### config.mk
export PLATFORM = sky130hd
export DESIGN_NAME = alu_acc_seq_flat
export DESIGN_NICKNAME = d
export VERILOG_FILES = /design/src/rtl/alu_acc_seq_pkg.sv /design/src/rtl/alu_acc_seq_if.sv /design/src/rtl/alu_cmd_fifo.sv /design/src/rtl/alu_acc_seq.sv /design/src/flat_wrapper.sv
export SDC_FILE = /design/constraint.sdc
export NUM_CORES = 1
export LEC_CHECK = 0
export BUFFER_PORTS_ARGS = -buffer_cell sky130_fd_sc_hd__buf_2
export CAP_MARGIN = 20
export CORE_ASPECT_RATIO = 1.2
export CORE_MARGIN = 5
export CORE_UTILIZATION = 55
export DETAILED_ROUTE_END_ITERATION = 8
export GPL_ROUTABILITY_DRIVEN = 0
export GPL_TIMING_DRIVEN = 0
export PLACE_DENSITY = 0.82
export RECOVER_POWER = 100
export SYNTH_ARGS = -nofsm -noshare
export SYNTH_HDL_FRONTEND = slang
export SYNTH_SLANG_ARGS = --single-unit
### constraint.sdc
create_clock -name clk -period 6.88 [get_ports clk]
set_input_delay 1.032 -clock clk [delete_from_list [all_inputs] [get_ports clk]]
set_output_delay 1.032 -clock clk [all_outputs]
set_load 0.01 [all_outputs]
### src/rtl/alu_acc_seq_pkg.sv
// Shared ALU definitions: op encoding, datapath width and the reference op function
// used by both the accumulator front end and the ALU formal check.
package alu_pkg;

  localparam int ALU_W = 4;

  typedef enum logic [1:0] {
    ADD  = 2'd0,
    SUB  = 2'd1,
    MUL2 = 2'd2,
    ZERO = 2'd3
  } alu_op_e;

  // All results wrap modulo 2^ALU_W; no carry or overflow is reported.
  function automatic logic [ALU_W-1:0] alu_apply(alu_op_e op,
                                                 logic [ALU_W-1:0] x,
                                                 logic [ALU_W-1:0] y);
    logic [ALU_W-1:0] r;
    case (op)
      ADD:     r = x + y;
      SUB:     r = x - y;
      MUL2:    r = {x[ALU_W-2:0], 1'b0};
      ZERO:    r = '0;
      default: r = '0;
    endcase
    return r;
  endfunction

endpackage

### src/rtl/alu_acc_seq_if.sv
// Command and result handshake bundle between a command producer and the
// accumulator front end.
interface alu_acc_seq_if #(parameter int WIDTH = 4);

  logic             cmd_valid;
  logic             cmd_ready;
  logic [1:0]       cmd_op;
  logic [WIDTH-1:0] cmd_operand;
  logic             res_valid;
  logic             res_ready;
  logic [WIDTH-1:0] res_data;
  logic [WIDTH-1:0] acc;

  modport master (
    output cmd_valid, cmd_op, cmd_operand, res_ready,
    input  cmd_ready, res_valid, res_data, acc
  );

  modport slave (
    input  cmd_valid, cmd_op, cmd_operand, res_ready,
    output cmd_ready, res_valid, res_data, acc
  );

endinterface

### src/rtl/alu_cmd_fifo.sv
// Synchronous command FIFO; pointers carry one extra wrap bit so full and empty
// are told apart by the MSB compare.
module alu_cmd_fifo #(
  parameter int W     = 6,
  parameter int DEPTH = 4
) (
  input  logic         clk,
  input  logic         rst_n,
  input  logic         push,
  input  logic [W-1:0] push_data,
  input  logic         pop,
  output logic [W-1:0] pop_data,
  output logic         full,
  output logic         empty
);

  localparam int AW = $clog2(DEPTH);

  logic [AW:0]  wr_ptr;
  logic [AW:0]  rd_ptr;
  logic [W-1:0] mem [DEPTH];
  logic         do_push;
  logic         do_pop;

  assign empty   = (wr_ptr == rd_ptr);
  assign full    = (wr_ptr[AW] != rd_ptr[AW]) && (wr_ptr[AW-1:0] == rd_ptr[AW-1:0]);
  assign do_push = push && !full;
  assign do_pop  = pop && !empty;

  assign pop_data = mem[rd_ptr[AW-1:0]];

  always_ff @(posedge clk or negedge rst_n) begin
    if (!rst_n) begin
      wr_ptr <= '0;
      rd_ptr <= '0;
    end else begin
      if (do_push) wr_ptr <= wr_ptr + (AW+1)'(1);
      if (do_pop)  rd_ptr <= rd_ptr + (AW+1)'(1);
    end
  end

  // Storage needs no reset: entries are only read once the pointers cover them.
  always_ff @(posedge clk) begin
    if (do_push) mem[wr_ptr[AW-1:0]] <= push_data;
  end

endmodule

### src/rtl/alu_acc_seq.sv
// Accumulator front end: buffers (op, operand) commands, executes them in order
// against the accumulator and emits each new accumulator value as a result beat.
module alu_acc_seq
  import alu_pkg::*;
#(
  parameter int WIDTH = ALU_W,
  parameter int DEPTH = 4
) (
  input  logic         clk,
  input  logic         rst_n,
  alu_acc_seq_if.slave bus
);

  localparam int EW = 2 + WIDTH;

  localparam logic [1:0] ST_IDLE  = 2'd0;
  localparam logic [1:0] ST_RUN   = 2'd1;
  localparam logic [1:0] ST_STALL = 2'd2;
  localparam logic [1:0] ST_DRAIN = 2'd3;

  logic             fifo_full;
  logic             fifo_empty;
  logic             exec;
  logic [EW-1:0]    head;
  logic [WIDTH-1:0] acc_q;
  logic [WIDTH-1:0] res_q;
  logic             res_valid_q;
  logic [WIDTH-1:0] result;
  logic [1:0]       state;

  alu_cmd_fifo #(
    .W    (EW),
    .DEPTH(DEPTH)
  ) u_fifo (
    .clk      (clk),
    .rst_n    (rst_n),
    .push     (bus.cmd_valid),
    .push_data({bus.cmd_op, bus.cmd_operand}),
    .pop      (exec),
    .pop_data (head),
    .full     (fifo_full),
    .empty    (fifo_empty)
  );

  assign result = alu_apply(alu_op_e'(head[EW-1 -: 2]), acc_q, head[WIDTH-1:0]);

  // DRAIN covers a pending result with nothing queued behind it.
  always_comb begin
    state = ST_IDLE;
    if (!fifo_empty && (!res_valid_q || bus.res_ready)) state = ST_RUN;
    else if (!fifo_empty)                               state = ST_STALL;
    else if (res_valid_q)                               state = ST_DRAIN;
  end

  assign exec = (state == ST_RUN);

  always_ff @(posedge clk or negedge rst_n) begin
    if (!rst_n) begin
      acc_q       <= '0;
      res_q       <= '0;
      res_valid_q <= 1'b0;
    end else begin
      case (state)
        ST_RUN: begin
          acc_q       <= result;
          res_q       <= result;
          res_valid_q <= 1'b1;
        end
        ST_DRAIN: begin
          if (bus.res_ready) res_valid_q <= 1'b0;
        end
        default: ;
      endcase
    end
  end

  assign bus.cmd_ready = !fifo_full;
  assign bus.res_valid = res_valid_q;
  assign bus.res_data  = res_q;
  assign bus.acc       = acc_q;

endmodule

### src/flat_wrapper.sv
// flat-port wrapper written by rule: the top's interface ports become plain ports
module alu_acc_seq_flat import alu_pkg::*;
#(
  parameter int WIDTH = ALU_W,
  parameter int DEPTH = 4
)
  (clk, rst_n, bus_cmd_valid, bus_cmd_op, bus_cmd_operand, bus_res_ready, bus_cmd_ready, bus_res_valid, bus_res_data, bus_acc);
  alu_acc_seq_if #(.WIDTH(WIDTH)) bus_i ();
  input  logic clk;
  input  logic rst_n;
  input wire logic [$bits(bus_i.cmd_valid)-1:0] bus_cmd_valid;
  input wire logic [$bits(bus_i.cmd_op)-1:0] bus_cmd_op;
  input wire logic [$bits(bus_i.cmd_operand)-1:0] bus_cmd_operand;
  input wire logic [$bits(bus_i.res_ready)-1:0] bus_res_ready;
  output wire logic [$bits(bus_i.cmd_ready)-1:0] bus_cmd_ready;
  output wire logic [$bits(bus_i.res_valid)-1:0] bus_res_valid;
  output wire logic [$bits(bus_i.res_data)-1:0] bus_res_data;
  output wire logic [$bits(bus_i.acc)-1:0] bus_acc;
  assign bus_i.cmd_valid = bus_cmd_valid;
  assign bus_i.cmd_op = bus_cmd_op;
  assign bus_i.cmd_operand = bus_cmd_operand;
  assign bus_i.res_ready = bus_res_ready;
  assign bus_cmd_ready = bus_i.cmd_ready;
  assign bus_res_valid = bus_i.res_valid;
  assign bus_res_data = bus_i.res_data;
  assign bus_acc = bus_i.acc;
  alu_acc_seq #(.WIDTH(WIDTH), .DEPTH(DEPTH)) u_core (.clk(clk), .rst_n(rst_n), .bus(bus_i));
endmodule
==> results.yml, run 1 <==
sta:
  hold_viol_final: 0
  setup_violations: 0
  fin_ws_ns: 3.68
  fin_crit_ns: 3.20
  max-slew-margin-rel_pct: 61.3
  finalClockSkew_ns: 0.00907
  drv_slew: 0
  max_freq_ghz: 0.312
  period_share_pct: 46.6
  tns_ns: 0
  rsz0062_at_grt: "no"
  tightest_slew_ns: 0.575
setup_path:
  critPathArrivalTime_ns: 3.44
  r2r_end: "u_core.bus.res_data[3]"
  crit_end: "u_core.bus.res_data[3]"
  reg2reg_slack_ns: 3.68
  startpoint_type: "flop"
  r2r_cells: 11
  path_max_fanout: 8
  startpoint: "u_core.u_fifo.rd_ptr[1]"
  critPathKind: "reg2reg"
  endpoint_kind: "flop"
  r2r-start: "u_core.u_fifo.rd_ptr[1]"
  worstPathRequired_ns: 7.12
finish:
  drive_gt1_share_pct: 18.4
  area_growth_pct: 11.6
  antenna_cells: 0
  nets: 160
  utilization_pct: 65.3
  fin_cells: 175
  stdcell_area_mm2: 0.00185
die:
  start_util_pct: 58.6
  die_w_um: 60.2
  core_mm2: 0.00284
  die_area_mm2: 0.00422
  pin_count: 20
  die_y_um: 70.2
  row_count: 21
clock_network:
  clk_path_buf_depth: 2
  ctsResizeCount: 0
  clock_sinks: 35
  clk_pin_slew_worst_paths_ns: 0.11
  cts_tree: "yes"
  cts_setup_buffers: 0
  numCtsBuffers: 5
  h-tree-depth: 2
  clk_latency_ns: 0.34
  cts_root_buf: "clkbuf_4"
  cts_hold_buf: 0
placement:
  place_area_mm2: 0.00180
  dp_slack_ns: 3.96
  io_buffers: 19
  dpl.cell_count: 167
  hpwl_mm: 1.98
routing:
  ant_nets: 0
  vias: 926
  drt-initial-drc-count: 20
  via_per_inst: 5.29
  route.detailed.drc: 0
  routed_wl_mm: 2.51
  dr.pass1.iters: 4
  routedWlPerCell_um: 14.4
grt:
  grt_max_degree: 13
  first_global_vias: 975
  gr-total-overflow: 0
  groute.usage.overall_pct: 13.6
  antenna_found_initial: 0
  grt_pass1_wl_mm: 4.14
synth:
  yosys.area.top_type: "edfxtp_1"
  synth_most_common_cell: "edfxtp_1"
  ys_warn_count: 0
  yosys-top-cells-area: "edfxtp_1, dfrtp_1, mux4_2"
  yosysSeqAreaShare_pct: 59.9
  synth_common_cells: "edfxtp_1, dfrtp_1, ha_1, xnor2_1"
  ys.flop_type: "edfxtp_1"
  async_reset_ff_share_pct: 31.4
  syn_area_per_cell_um2: 14.6
  synth_area_mm2: 0.00166
  synth_edf_count: 24
  synthDistinctLibCells: 29
  ys_ff_latch: 35
  postSynthCellCount: 114
  syn_nets: 134
  synth_top_area_share_pct: 43.4
run_status:
  outcome: "finished clean"
worst_hold_path:
  worstHoldPathCells: 1
  hp-class: "reg2reg"
power_and_ir_drop:
  power_leakage_uw: 0.000730
  vdd_drop_max_v: 0.000341
  power_density_mw_per_mm2: 532
run:
  drv_cap: 0
## flip-flops by register name, summed over array words and instances, names as in the netlist
register              cells
u_core.u_fifo.mem        24
u_core.bus.res_data       4
u_core.u_fifo.rd_ptr      3
u_core.u_fifo.wr_ptr      3
u_core.bus.res_valid      1
## placed cells by master, fill, tap and decap left out, types with 5 or more instances in the layout
master | netlist | final
buf_2 | 1 | 5
clkbuf_1 | 0 | 15
clkbuf_4 | 0 | 8
dfrtp_1 | 11 | 11
edfxtp_1 | 24 | 24
ha_1 | 9 | 9
inv_1 | 7 | 7
mux4_2 | 6 | 6
nand2_1 | 7 | 7
xnor2_1 | 9 | 9
## how the worst min path moves through the flow
stage / start / to / slack, ns
2_1_floorplan: u_core.u_fifo.wr_ptr[2] / u_core.u_fifo.wr_ptr[2] / 0.46
3_3_place_gp: u_core.u_fifo.wr_ptr[2] / u_core.u_fifo.wr_ptr[2] / 0.47
3_5_place_dp: u_core.u_fifo.wr_ptr[2] / u_core.u_fifo.wr_ptr[2] / 0.48
4_1_cts: u_core.u_fifo.wr_ptr[2] / u_core.u_fifo.wr_ptr[2] / 0.50
5_1_grt: u_core.u_fifo.rd_ptr[2] / u_core.u_fifo.rd_ptr[2] / 0.52
6_report: u_core.u_fifo.wr_ptr[2] / u_core.u_fifo.wr_ptr[2] / 0.50
## worst max-delay path, cell delays in order (launching register included)
cell and delay (ns):
dfrtp_1 0.37, clkbuf_1 0.39, mux4_2 0.45, nor2b_1 0.33, mux2_1 0.42, inv_2 0.06, ha_1 0.22, a21o_1 0.18
a21oi_1 0.17, xnor2_1 0.16, xnor2_1 0.09, o311ai_0 0.26
## power breakdown
group          switching (µW)  total, µW  internal [µW]
Clock                    66.5        143           76.4
Combinational             268        509            241
Sequential               38.3        334            295
Total                     373        986            613
## per-layer routing
layer	wire length, µm	GRT usage [%]	vias up	part of all wire (%)
li1	-	-	457	-
met1	949	14.0	439	38
met2	1340	23.7	24	53
met3	171	5.16	6	6.8
met4	50	5.91	0	2.0
met5	0	0	-	0
## cell families after synthesis
logic type      count (synthesis)  share of synthesized area [%]
compound gates                 10                           3.39
xor+xnor                       12                           6.33
fa+ha+maj                      10                           7.98
buf+inv                        14                           4.59
flops                          35                           59.9
mux                             8                           9.49
simple gates                   25                           8.28
## layout make-up
| type | count | area [µm²] |
|---|---|---|
| Clock inverter | 3 | 43.8 |
| Inverter | 8 | 30.0 |
| Timing Repair Buffer | 19 | 77.6 |
| Tap cell | 34 | 42.5 |
| Multi-Input combinational cell | 65 | 582 |
| Fill cell | 221 | 983 |
| Sequential cell | 35 | 996 |
| Clock buffer | 5 | 37.5 |
| Buffer | 6 | 45.0 |
## stage by stage
step / hold WS [ns] / power [µW]
finish: 0.496 / 986
global route: 0.524 / 1070
CTS: 0.501 / 1020
detailed placement: 0.482 / 878
global placement: 0.474 / 852
floorplan: 0.460 / 756
Power figures use the tool's default switching activity.
==> run 2: changes to the inputs <==
--- a/config.mk
+++ b/config.mk
@@ -5,15 +5,16 @@
 export SDC_FILE = /design/constraint.sdc
 export NUM_CORES = 1
 export LEC_CHECK = 0
+export ABC_AREA = 1
 export BUFFER_PORTS_ARGS = -buffer_cell sky130_fd_sc_hd__buf_2
 export CAP_MARGIN = 20
 export CORE_ASPECT_RATIO = 1.2
 export CORE_MARGIN = 5
-export CORE_UTILIZATION = 55
+export CORE_UTILIZATION = 52
 export DETAILED_ROUTE_END_ITERATION = 8
 export GPL_ROUTABILITY_DRIVEN = 0
 export GPL_TIMING_DRIVEN = 0
-export PLACE_DENSITY = 0.82
+export PLACE_DENSITY = 0.81
 export RECOVER_POWER = 100
 export SYNTH_ARGS = -nofsm -noshare
 export SYNTH_HDL_FRONTEND = slang
==> constraint.sdc (replaced) <==
create_clock -name clk -period 2.6 [get_ports clk]
set_input_delay 0.39 -clock clk [delete_from_list [all_inputs] [get_ports clk]]
set_output_delay 0.39 -clock clk [all_outputs]
set_load 0.01 [all_outputs]
==> run 2 against run 1 <==
  * Utilization is 1.9 points lower
  * Register-to-register slack worse by 3.5 ns
  * Fmax is 32% higher
  * First-iteration DRC count is 80% higher
  * Via count is 30% higher
  * Clock power grew to 4.1 times the previous value
  * Clock skew is 0.0025 ns higher
  * Non-clock buffer count is 8 higher
  * Synthesized cell count is 48% higher
  * Cell count is 37% higher
  * Combinational power grew to 3.3 times the previous value
==> results.yml, run 2 <==
clock_network:
  h-tree-depth: 2
  cts_tree: "yes"
  cts_root_buf: "clkbuf_8"
  clk_latency_ns: 0.29
  clk_path_buf_depth: 2
  clk_pin_slew_worst_paths_ns: 0.08
  numCtsBuffers: 5
  clock_sinks: 35
synth:
  postSynthCellCount: 169
  ys_warn_count: 0
  synth_edf_count: 24
  synth_top_area_share_pct: 40.6
  ys.flop_type: "edfxtp_1"
  syn_nets: 189
  synthDistinctLibCells: 27
  synth_common_cells: "nand2_1, edfxtp_1, inv_1"
  yosys-top-cells-area: "edfxtp_1, dfrtp_1, nand2_1"
  synth_area_mm2: 0.00178
  yosysSeqAreaShare_pct: 56.1
  async_reset_ff_share_pct: 31.4
  syn_area_per_cell_um2: 10.5
  synth_most_common_cell: "nand2_1"
  yosys.area.top_type: "edfxtp_1"
  ys_ff_latch: 35
sta:
  hold_viol_final: 0
  tns_ns: 0
  period_share_pct: 93.2
  fin_ws_ns: 0.177
  drv_slew: 0
  finalClockSkew_ns: 0.0116
  max-slew-margin-rel_pct: 57.5
  tightest_slew_ns: 0.635
  fin_crit_ns: 2.42
  setup_violations: 0
  max_freq_ghz: 0.413
grt:
  grt_pass1_wl_mm: 5.07
  grt_max_degree: 13
  first_global_vias: 1157
  grtUsageMet1_pct: 15.8
  gr-total-overflow: 0
  grt_use_met2_pct: 25.1
  met3_usage_pct: 4.68
  gr-max-usage-layer: "met2"
  antenna_found_initial: 0
  groute.usage.overall_pct: 14.2
run:
  drv_cap: 0
routing:
  vias: 1201
  ant_nets: 0
  routed_wl_mm: 3.10
  route.detailed.drc: 0
  via_per_inst: 5.00
  dr.pass1.iters: 4
  drt-initial-drc-count: 36
  routedWlPerCell_um: 12.9
placement:
  hpwl_mm: 2.24
  io_buffers: 19
  place_area_mm2: 0.00192
  dp_slack_ns: 0.0758
  dpl.cell_count: 225
setup_path:
  r2r_cells: 16
  critPathKind: "reg2reg"
  critPathArrivalTime_ns: 2.65
  critPathSlowestCell: "dfrtp_2"
  worstPathRequired_ns: 2.83
  slowest_delay_ns: 0.46
  cp_top_family: "simple AND/OR/NAND/NOR gates"
  startpoint_type: "flop"
  critPathBufInv: 3
  crit_path_cell_trace: "inv_2 > buf_6 > nand2_1 > nand3_1 > nand2_1 > ha_4 > a21oi_2 > xor2_1 > ha_1 > a21oi_1 > o21ai_1 > inv_1 > nand3_1 > nand3_1 > nand3_1 > a21oi_2"
  worst-path-stages: 16
  worst_path_most_repeated_cell: "nand3_1"
  endpoint_kind: "flop"
  path_max_fanout: 8
die:
  core_mm2: 0.00331
  die_w_um: 63.3
  start_util_pct: 53.6
  die_area_mm2: 0.00469
  row_count: 23
  die_y_um: 74.0
  pin_count: 20
worst_hold_path:
  worstHoldPathCells: 1
  hp-class: "in2reg"
power_and_ir_drop:
  vdd_drop_max_v: 0.000944
  power_leakage_uw: 0.000914
  power_density_mw_per_mm2: 1510
finish:
  utilization_pct: 63.5
  fin_cells: 240
  area_growth_pct: 18.3
  largest_register_ffs: 24
  drive_gt1_share_pct: 20.2
  stdcell_area_mm2: 0.00210
  mostFrequentLayoutCells: "nand2_1, edfxtp_1, inv_1"
  layout_commonest_cell: "nand2_1"
  nets: 222
  antenna_cells: 0
run_status:
  outcome: "finished clean"
run 2: report_power, final:
part	switching, µW	internal [µW]
Combinational	974	718
Sequential	110	785
Clock	198	382
run 2: layer usage:
layer,vias to the layer above,routed length [µm]
met5,-,0
met4,0,55
met3,6,149
met2,26,1640
met1,557,1250
li1,612,-
run 2: path summary, 6_finish.rpt:
path | slack, ns | start | endpoint
max | 0.18 | u_core.u_fifo.rd_ptr[0] | u_core.bus.res_data[3]
min | 0.36 | bus_cmd_operand[0] | u_core.u_fifo.mem[0][0]
max reg2reg | 0.18 | u_core.u_fifo.rd_ptr[0] | u_core.bus.res_data[3]
min reg2reg | 0.50 | u_core.u_fifo.wr_ptr[2] | u_core.u_fifo.wr_ptr[2]
max in group asynchronous | 1.57 | rst_n | u_core.u_fifo.rd_ptr[0]
min in group asynchronous | 0.60 | rst_n | u_core.bus.res_data[2]
run 2: timing repair:
| action | CTS | global route |
|---|---|---|
| endpoints found under the hold margin | 11 | 0 |
| endpoints found under the setup margin | 0 | 2 |
| buffers inserted | 0 | 6 |
| gates resized for setup | 0 | 6 |
| hold buffers | 1 | 0 |
run 2: kinds of logic after synthesis:
family / share of synthesized area [%]
DFF: 56.1
and+or+nand+nor: 19.3
xor gates and xnor gates: 4.44
AOI/OAI and AO/OA: 5.07
buffers and inverters: 7.61
adders and majority gates: 7.47
run 2: worst register-to-register path: cells and delay by family (launching register included):
family | cells | cell delay [ns]
DFF | 1 | 0.46
buffers and inverters | 3 | 0.29
and+or+nand+nor | 6 | 0.50
xor gates and xnor gates | 1 | 0.17
adders and majority gates | 2 | 0.47
AOI/OAI and AO/OA | 4 | 0.48
run 2: per-stage QoR:
step	total power (µW)	hold WS [ns]
finish	3170	0.356
global route	3460	0.353
CTS	3100	0.304
detailed placement	2510	0.274
global placement	2430	0.270
floorplan	2150	0.0944
run 2: area by class of cell:
class                   count  area, µm²
clock inverters             3       67.6
well taps                  37       46.3
multi-input cells         107        648
flip-flops and latches     35        997
plain buffers               7       60.1
repair buffers             26        134
inverters                  20       78.8
clock buffers               5       68.8
fillers                   257       1210
==> run 3: changes to the inputs <==
--- a/config.mk
+++ b/config.mk
@@ -18,4 +18,5 @@
 export RECOVER_POWER = 100
 export SYNTH_ARGS = -nofsm -noshare
 export SYNTH_HDL_FRONTEND = slang
+export SYNTH_HIERARCHICAL = 1
 export SYNTH_SLANG_ARGS = --single-unit
==> run 3 against run 2 <==
  * Hold slack got worse by 0.0077 ns
  * Synthesized cell count increased by 8.9%
  * Worst setup slack got worse by 0.024 ns
  * Global-route usage increased by 0.98 points
  * Sequential share of layout area decreased by 0.25 points
  * Cell count increased by 4.6%
  * Register-to-register slack got worse by 0.02 ns
  * Non-clock buffer count decreased by 4
  * Clock-buffer cell count unchanged
  * Sequential power decreased by 0.4%
  * Die area increased by 1.9%
  * Critical endpoint is now u_core/bus.res_data[3]
==> results.yml, run 3 <==
run_status:
  outcome: "finished clean"
clock_network:
  numCtsBuffers: 5
  clk_pin_slew_worst_paths_ns: 0.07
  clock_sinks: 35
  h-tree-depth: 2
  clk_path_buf_depth: 2
  clk_latency_ns: 0.28
  cts_tree: "yes"
  cts_root_buf: "clkbuf_8"
setup_path:
  startpoint_type: "flop"
  reg2reg_slack_ns: 0.15
  startpoint: "u_core/u_fifo/rd_ptr[0]"
  critPathArrivalTime_ns: 2.67
  path_max_fanout: 10
  worstPathRequired_ns: 2.82
  critPathKind: "reg2reg"
  r2r-start: "u_core/u_fifo/rd_ptr[0]"
  endpoint_kind: "flop"
synth:
  ys_warn_count: 6
  syn_area_per_cell_um2: 9.87
  yosys-top-cells-area: "edfxtp_1, dfrtp_1, nand2_1"
  synth_edf_count: 24
  synthDistinctLibCells: 27
  ys_ff_latch: 35
  yosysSeqAreaShare_pct: 54.9
  async_reset_ff_share_pct: 31.4
  syn_nets: 204
  synth_most_common_cell: "nand2_1"
  synth_top_area_share_pct: 39.7
  postSynthCellCount: 184
  ys.flop_type: "edfxtp_1"
  synth_common_cells: "nand2_1, edfxtp_1, inv_1"
  synth_area_mm2: 0.00182
  yosys.area.top_type: "edfxtp_1"
power_and_ir_drop:
  power_leakage_uw: 0.000952
  pwr-share-comb_pct: 53.8
  p_clk_share_pct: 18.2
  switching_share_pct: 42.1
  p_int_uw: 1840
  vdd_drop_max_v: 0.00103
  power_density_mw_per_mm2: 1510
  power.share.sequential_pct: 28.0
  power_switching_uw: 1340
routing:
  dr.pass1.iters: 4
  route.detailed.drc: 0
  via_per_inst: 5.20
  vias: 1306
  drt-initial-drc-count: 58
  ant_nets: 0
  routedWlPerCell_um: 13.6
  routed_wl_mm: 3.41
finish:
  drive_gt1_share_pct: 17.3
  largest_register_ffs: 24
  area_growth_pct: 16.3
  nets: 233
  antenna_cells: 0
  layout_commonest_cell: "nand2_1"
  mostFrequentLayoutCells: "nand2_1, edfxtp_1, inv_1"
  stdcell_area_mm2: 0.00211
grt:
  gr-total-overflow: 0
  groute.usage.overall_pct: 15.2
  grt_pass1_wl_mm: 5.69
  antenna_found_initial: 0
  first_global_vias: 1244
  grt_max_degree: 13
die:
  die_y_um: 74.7
  die_w_um: 63.9
  pin_count: 20
  core_mm2: 0.00337
  die_area_mm2: 0.00478
  start_util_pct: 53.9
  row_count: 23
sta:
  setup_violations: 0
  max_freq_ghz: 0.409
  tightest_slew_ns: 0.604
  finalClockSkew_ns: 0.00307
  period_share_pct: 94.1
  drv_slew: 0
  tns_ns: 0
  hold_viol_final: 0
  fin_crit_ns: 2.45
  max-slew-margin-rel_pct: 59.6
worst_hold_path:
  hp-class: "in2reg"
  min-delay-start: "bus_res_ready"
placement:
  hpwl_mm: 2.32
  io_buffers: 19
  place_area_mm2: 0.00196
run:
  drv_cap: 0
run 3: stage by stage:
| stage | setup slack, ns | hold WS (ns) | power [µW] | utilization [%] | cells |
|---|---|---|---|---|---|
| after floorplan | 0.339 | 0.0944 | 2110 | - | 184 |
| after global placement | 0.0278 | 0.270 | 2390 | 58.1 | 240 |
| after detailed placement | -0.0348 | 0.274 | 2480 | 58.1 | 240 |
| after CTS | 0.0540 | 0.311 | 3090 | 62.7 | 249 |
| after global routing | -0.0122 | 0.361 | 3450 | 62.7 | 251 |
| final | 0.153 | 0.348 | 3180 | 62.7 | 251 |
run 3: timing repair:
| item | CTS | global route |
|---|---|---|
| hold buffers | 1 | 0 |
| setup endpoints to repair | 1 | 3 |
| endpoints found under the hold margin | 11 | 0 |
| cloned | 0 | 0 |
| buffers inserted | 0 | 2 |
| gates resized for setup | 2 | 5 |
| pin swaps | 0 | 1 |
run 3: per-layer routing:
metal / up-vias / part of all wire [%] / GRT usage, % / wire length [µm]
met3: 4 / 4.8 / 3.58 / 163
met2: 33 / 50 / 24.5 / 1700
met5: - / 0 / 0 / 0
met4: 0 / 1.2 / 5.54 / 41
li1: 663 / - / - / -
met1: 606 / 44 / 20.3 / 1510
run 3: critical path, stage by stage, from the launching register on:
cell,delay [ns]
dfrtp_2,0.45
inv_2,0.11
buf_6,0.14
nor2_1,0.06
o22ai_2,0.20
inv_1,0.09
ha_1,0.20
a21oi_1,0.16
xnor2_1,0.09
ha_1,0.35
a21oi_2,0.14
nand2_1,0.09
nand3_1,0.11
nand3_1,0.10
a21oi_2,0.12
run 3: cell families (layout without fill, tap and decap cells):
family / after synthesis / count (layout) / share of synthesized area [%]
simple gates: 73 / 73 / 17.8
flops: 35 / 35 / 54.9
buf+inv: 34 / 64 / 8.41
compound gates: 28 / 28 / 9.24
fa+ha+maj: 10 / 10 / 7.31
xor+xnor: 4 / 4 / 2.34
run 3: path summary, 6_finish.rpt:
kind,to,cells past startpoint
worst min register to register,u_core/u_fifo/wr_ptr[2],2
worst max-delay path,u_core/bus.res_data[3],14
worst min-delay path,u_core/bus.res_valid,4
worst max register to register,u_core/bus.res_data[3],14
min in group asynchronous,u_core/u_fifo/wr_ptr[0],2
max in group asynchronous,u_core/u_fifo/rd_ptr[0],2
run 3: cell type report:
cell class                 count  area (µm²)
clock inverter                 3        67.6
multi-input combinational    115         666
timing repair buffer          22         104
inverter                      27         105
sequential                    35         997
tap                           37        46.3
buffer                         7        57.6
fill                         260        1250
clock buffer                   5        68.8
run 3: power by group through the flow:
stage               clock (µW)  sequential [µW]  combinational (µW)
floorplan                    0              891                1220
global placement             0              897                1500
detailed placement           0              904                1580
CTS                        593              893                1610
global route               618              911                1920
finish                     580              891                1710
